===== config.mk =====
export PLATFORM = sky130hd
export DESIGN_NAME = intc8
export DESIGN_NICKNAME = d
export VERILOG_FILES = /design/src/rtl/intc8.sv
export SDC_FILE = /design/constraint.sdc
export NUM_CORES = 1
export LEC_CHECK = 0
export CAP_MARGIN = 20
export CORE_MARGIN = 2
export CORE_UTILIZATION = 49
export CTS_BUF_LIST = sky130_fd_sc_hd__clkbuf_8 sky130_fd_sc_hd__clkbuf_16
export CTS_CLUSTER_DIAMETER = 80
export DETAILED_ROUTE_END_ITERATION = 7
export PLACE_DENSITY = 0.84
export SETUP_SLACK_MARGIN = 0.1
export SLEW_MARGIN = 0
export SYNTH_ARGS = -nofsm -noshare
export SYNTH_HDL_FRONTEND = slang
export SYNTH_SLANG_ARGS = --single-unit

===== constraint.sdc =====
create_clock -name clock -period 2.2 [get_ports clock]
set_input_delay 0.66 -clock clock [delete_from_list [all_inputs] [get_ports clock]]
set_output_delay 0.66 -clock clock [all_outputs]
set_load 0.01 [all_outputs]

===== src/rtl/intc8.sv =====
// Eight-source priority interrupt controller: edge-latched pending requests,
// software mask, one vectored request at a time with ack/eoi handshake.
module intc8 #(
    parameter int NSRC = 8
) (
    input  logic       clock,
    input  logic       reset,
    input  logic [7:0] src,
    input  logic       mask_we,
    input  logic [7:0] mask_wdata,
    input  logic       ack,
    input  logic       eoi,
    output logic       interrupt,
    output logic [2:0] irq,
    output logic [7:0] mask,
    output logic [7:0] pending,
    output logic       in_service
);
    localparam logic [8:0] IMPL_W = (9'd1 << NSRC) - 9'd1;
    localparam logic [7:0] IMPL   = IMPL_W[7:0];

    typedef enum logic [1:0] {IDLE, REQ, SERVICE} state_t;

    state_t     state;
    logic [7:0] src_q;
    logic [7:0] rise;
    logic [7:0] eligible;
    logic [7:0] clr;
    logic [7:0] pending_next;
    logic [2:0] sel;

    // Index 0 wins: scan from the top so the lowest set bit is written last.
    function automatic logic [2:0] lowest_set(input logic [7:0] v);
        logic [2:0] s;
        s = 3'd0;
        for (int i = 7; i >= 0; i--) begin
            if (v[i]) s = 3'(i);
        end
        return s;
    endfunction

    always_comb begin
        rise     = src & ~src_q & IMPL;
        eligible = pending & ~mask;
        sel      = lowest_set(eligible);
        clr      = 8'd0;
        if (state == REQ && ack) clr[irq] = 1'b1;
        // A fresh edge in the acknowledge cycle must survive the clear.
        pending_next = (pending & ~clr) | rise;
    end

    always_ff @(posedge clock or posedge reset) begin
        if (reset) begin
            state      <= IDLE;
            interrupt  <= 1'b0;
            in_service <= 1'b0;
            irq        <= 3'd0;
            pending    <= 8'd0;
            src_q      <= 8'd0;
            mask       <= 8'hFF;
        end else begin
            src_q   <= src;
            pending <= pending_next;
            if (mask_we) mask <= mask_wdata;

            case (state)
                IDLE: begin
                    if (eligible != 8'd0) begin
                        state     <= REQ;
                        irq       <= sel;
                        interrupt <= 1'b1;
                    end
                end
                REQ: begin
                    if (ack) begin
                        state      <= SERVICE;
                        interrupt  <= 1'b0;
                        in_service <= 1'b1;
                    end
                end
                SERVICE: begin
                    if (eoi) begin
                        state      <= IDLE;
                        in_service <= 1'b0;
                    end
                end
                default: begin
                    state      <= IDLE;
                    interrupt  <= 1'b0;
                    in_service <= 1'b0;
                end
            endcase
        end
    end
endmodule


==> flow_summary.ini <==
[sta]
finalWorstSetupSlack_ns = 0.149
hold_viol = 0
fin_skew_ns = 0.00283
relSlewSlack = 0.724
period_share = 0.932
tns_ns = 0
hold-worst-slack_ns = 0.408
max_freq_mhz = 488
fin_crit_ns = 2.05
worstMarginPinSlew_ns = 0.412
setup_viol_count_final = 0
rsz0062_at_grt = no
drv_slew = 0

[power]
clock_power_share = 0.203
peakVddDrop_mv = 0.780
p_per_area_nw_per_um2 = 1070
pwr-share-comb = 0.360
switching_power_w = 0.000664
internal_power_w = 0.00133
switching_share = 0.333
seqPwrFrac = 0.437
p_leak_nw = 0.810

[die]
initial_core_util = 0.526
die_area_sq_um = 3140
die_h_um = 56.0
num_rows = 18
core_sq_um = 2520
ios = 42
dieWidth_um = 56.0

[finish]
drive_gt1_frac = 0.225
areaGrowthSynthToFinish_pct = 40.1
multi_input_area_sq_um = 490
fin_cells = 190
nets = 180
layout_common_cells = clkdlybuf4s50_1 (41), dfrtp_1 (23), inv_1 (14), o21ai_1 (14), dfstp_2 (8)
nFillCells = 197
layout_commonest_cell = clkdlybuf4s50_1
regArea_sq_um = 786
antenna_cells = 0

[critical_path]
critPathArrivalTime_ns = 1.39
critPathTopFamily = flip-flops
slowest_delay_ns = 0.57
path_buf_inv = 1
worst-setup-path-type = reg -> out
cp_slowest_cell = dfstp_2
crit_required_ns = 1.54
crit_path_cell_trace = clkdlybuf4s50_1
worst_setup_path_end_kind = output pin
crit_path_max_fanout = 3
startpoint_type = register

[clocking]
cts-resized-gates = 0
clockBufferDepth = 2
cts.sinks = 31
holdBufCountCts = 0
cts_tree = done
path_clk_slew_ns = 0.06
h-tree-depth = 2
root_buffer = clkbuf_8
cts_inserted_buffers = 5
clock_latency_ns = 0.28
cts_setup_buffers = 0

[synth]
syn-cell-area_sq_um = 1330
synth-edff-count = 0
syn_nets = 132
syn_area_per_cell_sq_um = 11.9
ys_ff_latch = 31
seq_area_frac_synth = 0.592
synth_cells = 111
synth_cell_types = 30
synth-async-reset-ratio = 1.00
ys.flop_type = dfrtp_1
yosys_warnings = 0

[placement]
gp_congestion = 0.921
pre_cts_slack_ns = 0.262
place_inst = 182
portBuffers = 41
hpwl_um = 2130

[flow_run]
drv_cap = 0

[global_route]
grt_max_degree = 32
grt_pass1_vias = 1070
grt_pass1_wl_um = 4830
grt-ovfl-total = 0
grt_usage = 0.203
antenna_found_initial = 0

[detailed_routing]
wl_per_cell_um = 14.9
drc = 0
vias_per_cell = 5.14
first_pass_iters = 3
antenna_left = 0
via_count = 977
drt-total-wl_um = 2840
drt_iter0_drc = 8

[outcome]
outcome = completed

[worst_hold_path]
min_path_type = reg -> reg
final timing paths:
check                         start         end  slack [ns]  cells past startpoint
setup / recovery            mask[5]     mask[5]        0.15                      1
hold / removal             src_q[4]  pending[4]        0.41                      1
setup reg to reg            mask[7]      irq[0]        0.73                      4
hold reg to reg            src_q[4]  pending[4]        0.41                      1
max in group asynchronous     reset     mask[0]        1.11                      3
min in group asynchronous     reset    src_q[6]        0.76                      3
kinds of logic (layout without fill, tap and decap cells):
| family | count (synthesis) | after routing | synth area share |
|---|---|---|---|
| AOI/OAI and AO/OA | 32 | 32 | 0.146 |
| buffers and inverters | 13 | 62 | 0.0377 |
| DFF | 31 | 31 | 0.592 |
| muxes | 7 | 7 | 0.0623 |
| and+or+nand+nor | 28 | 28 | 0.161 |
layer usage:
metal,up-vias,GRT usage,share of wire
met1,460,0.235,0.42
met3,9,0.0581,0.052
met5,-,0,0
met4,0,0.102,0.025
met2,31,0.341,0.50
li1,477,-,-
flip-flops by register name, summed over array words and instances, names as in the netlist:
name / flops
src_q: 8
in_service: 1
state: 2
irq: 3
pending: 8
mask: 8
interrupt: 1
layout make-up:
type,count,area share
Clock buffer,5,0.0370
Clock inverter,3,0.00673
Inverter,12,0.0242
Multi-Input combinational cell,67,0.264
Sequential cell,31,0.423
Tap cell,30,0.0202
Timing Repair Buffer,42,0.225
through the flow:
step	instance area (sq um)	total power, W	util
after floorplan	1330	0.00125	-
after global placement	1780	0.00157	0.704
after detailed placement	1780	0.00159	0.704
after CTS	1860	0.00202	0.737
after global routing	1860	0.00211	0.737
final	1860	0.00199	0.737
synth_stat cells, types with 2 or more instances:
cell      instances  area, sq um
nand2_1           6         22.5
a31oi_1           2         12.5
o22ai_1           2         12.5
mux2_2            6         67.6
nand2b_2          3         26.3
a21oi_1           5         25.0
dfrtp_1          23          576
nor2b_1           2         12.5
nand2b_4          3         41.3
inv_1            12         45.0
o21ai_0           4         20.0
dfstp_2           8          210
nand2b_1          5         31.3
o21ai_1          14         70.1
power groups by stage:
stage	Clock (W)	Sequential (W)	Combinational, W
finish	0.000404	0.000871	0.000717
floorplan	0	0.000896	0.000353
detailed placement	0	0.000876	0.000719
CTS	0.000421	0.000870	0.000725
global route	0.000447	0.000892	0.000773
global placement	0	0.000871	0.000698
Note: power is estimated with default switching activity, not from simulation.
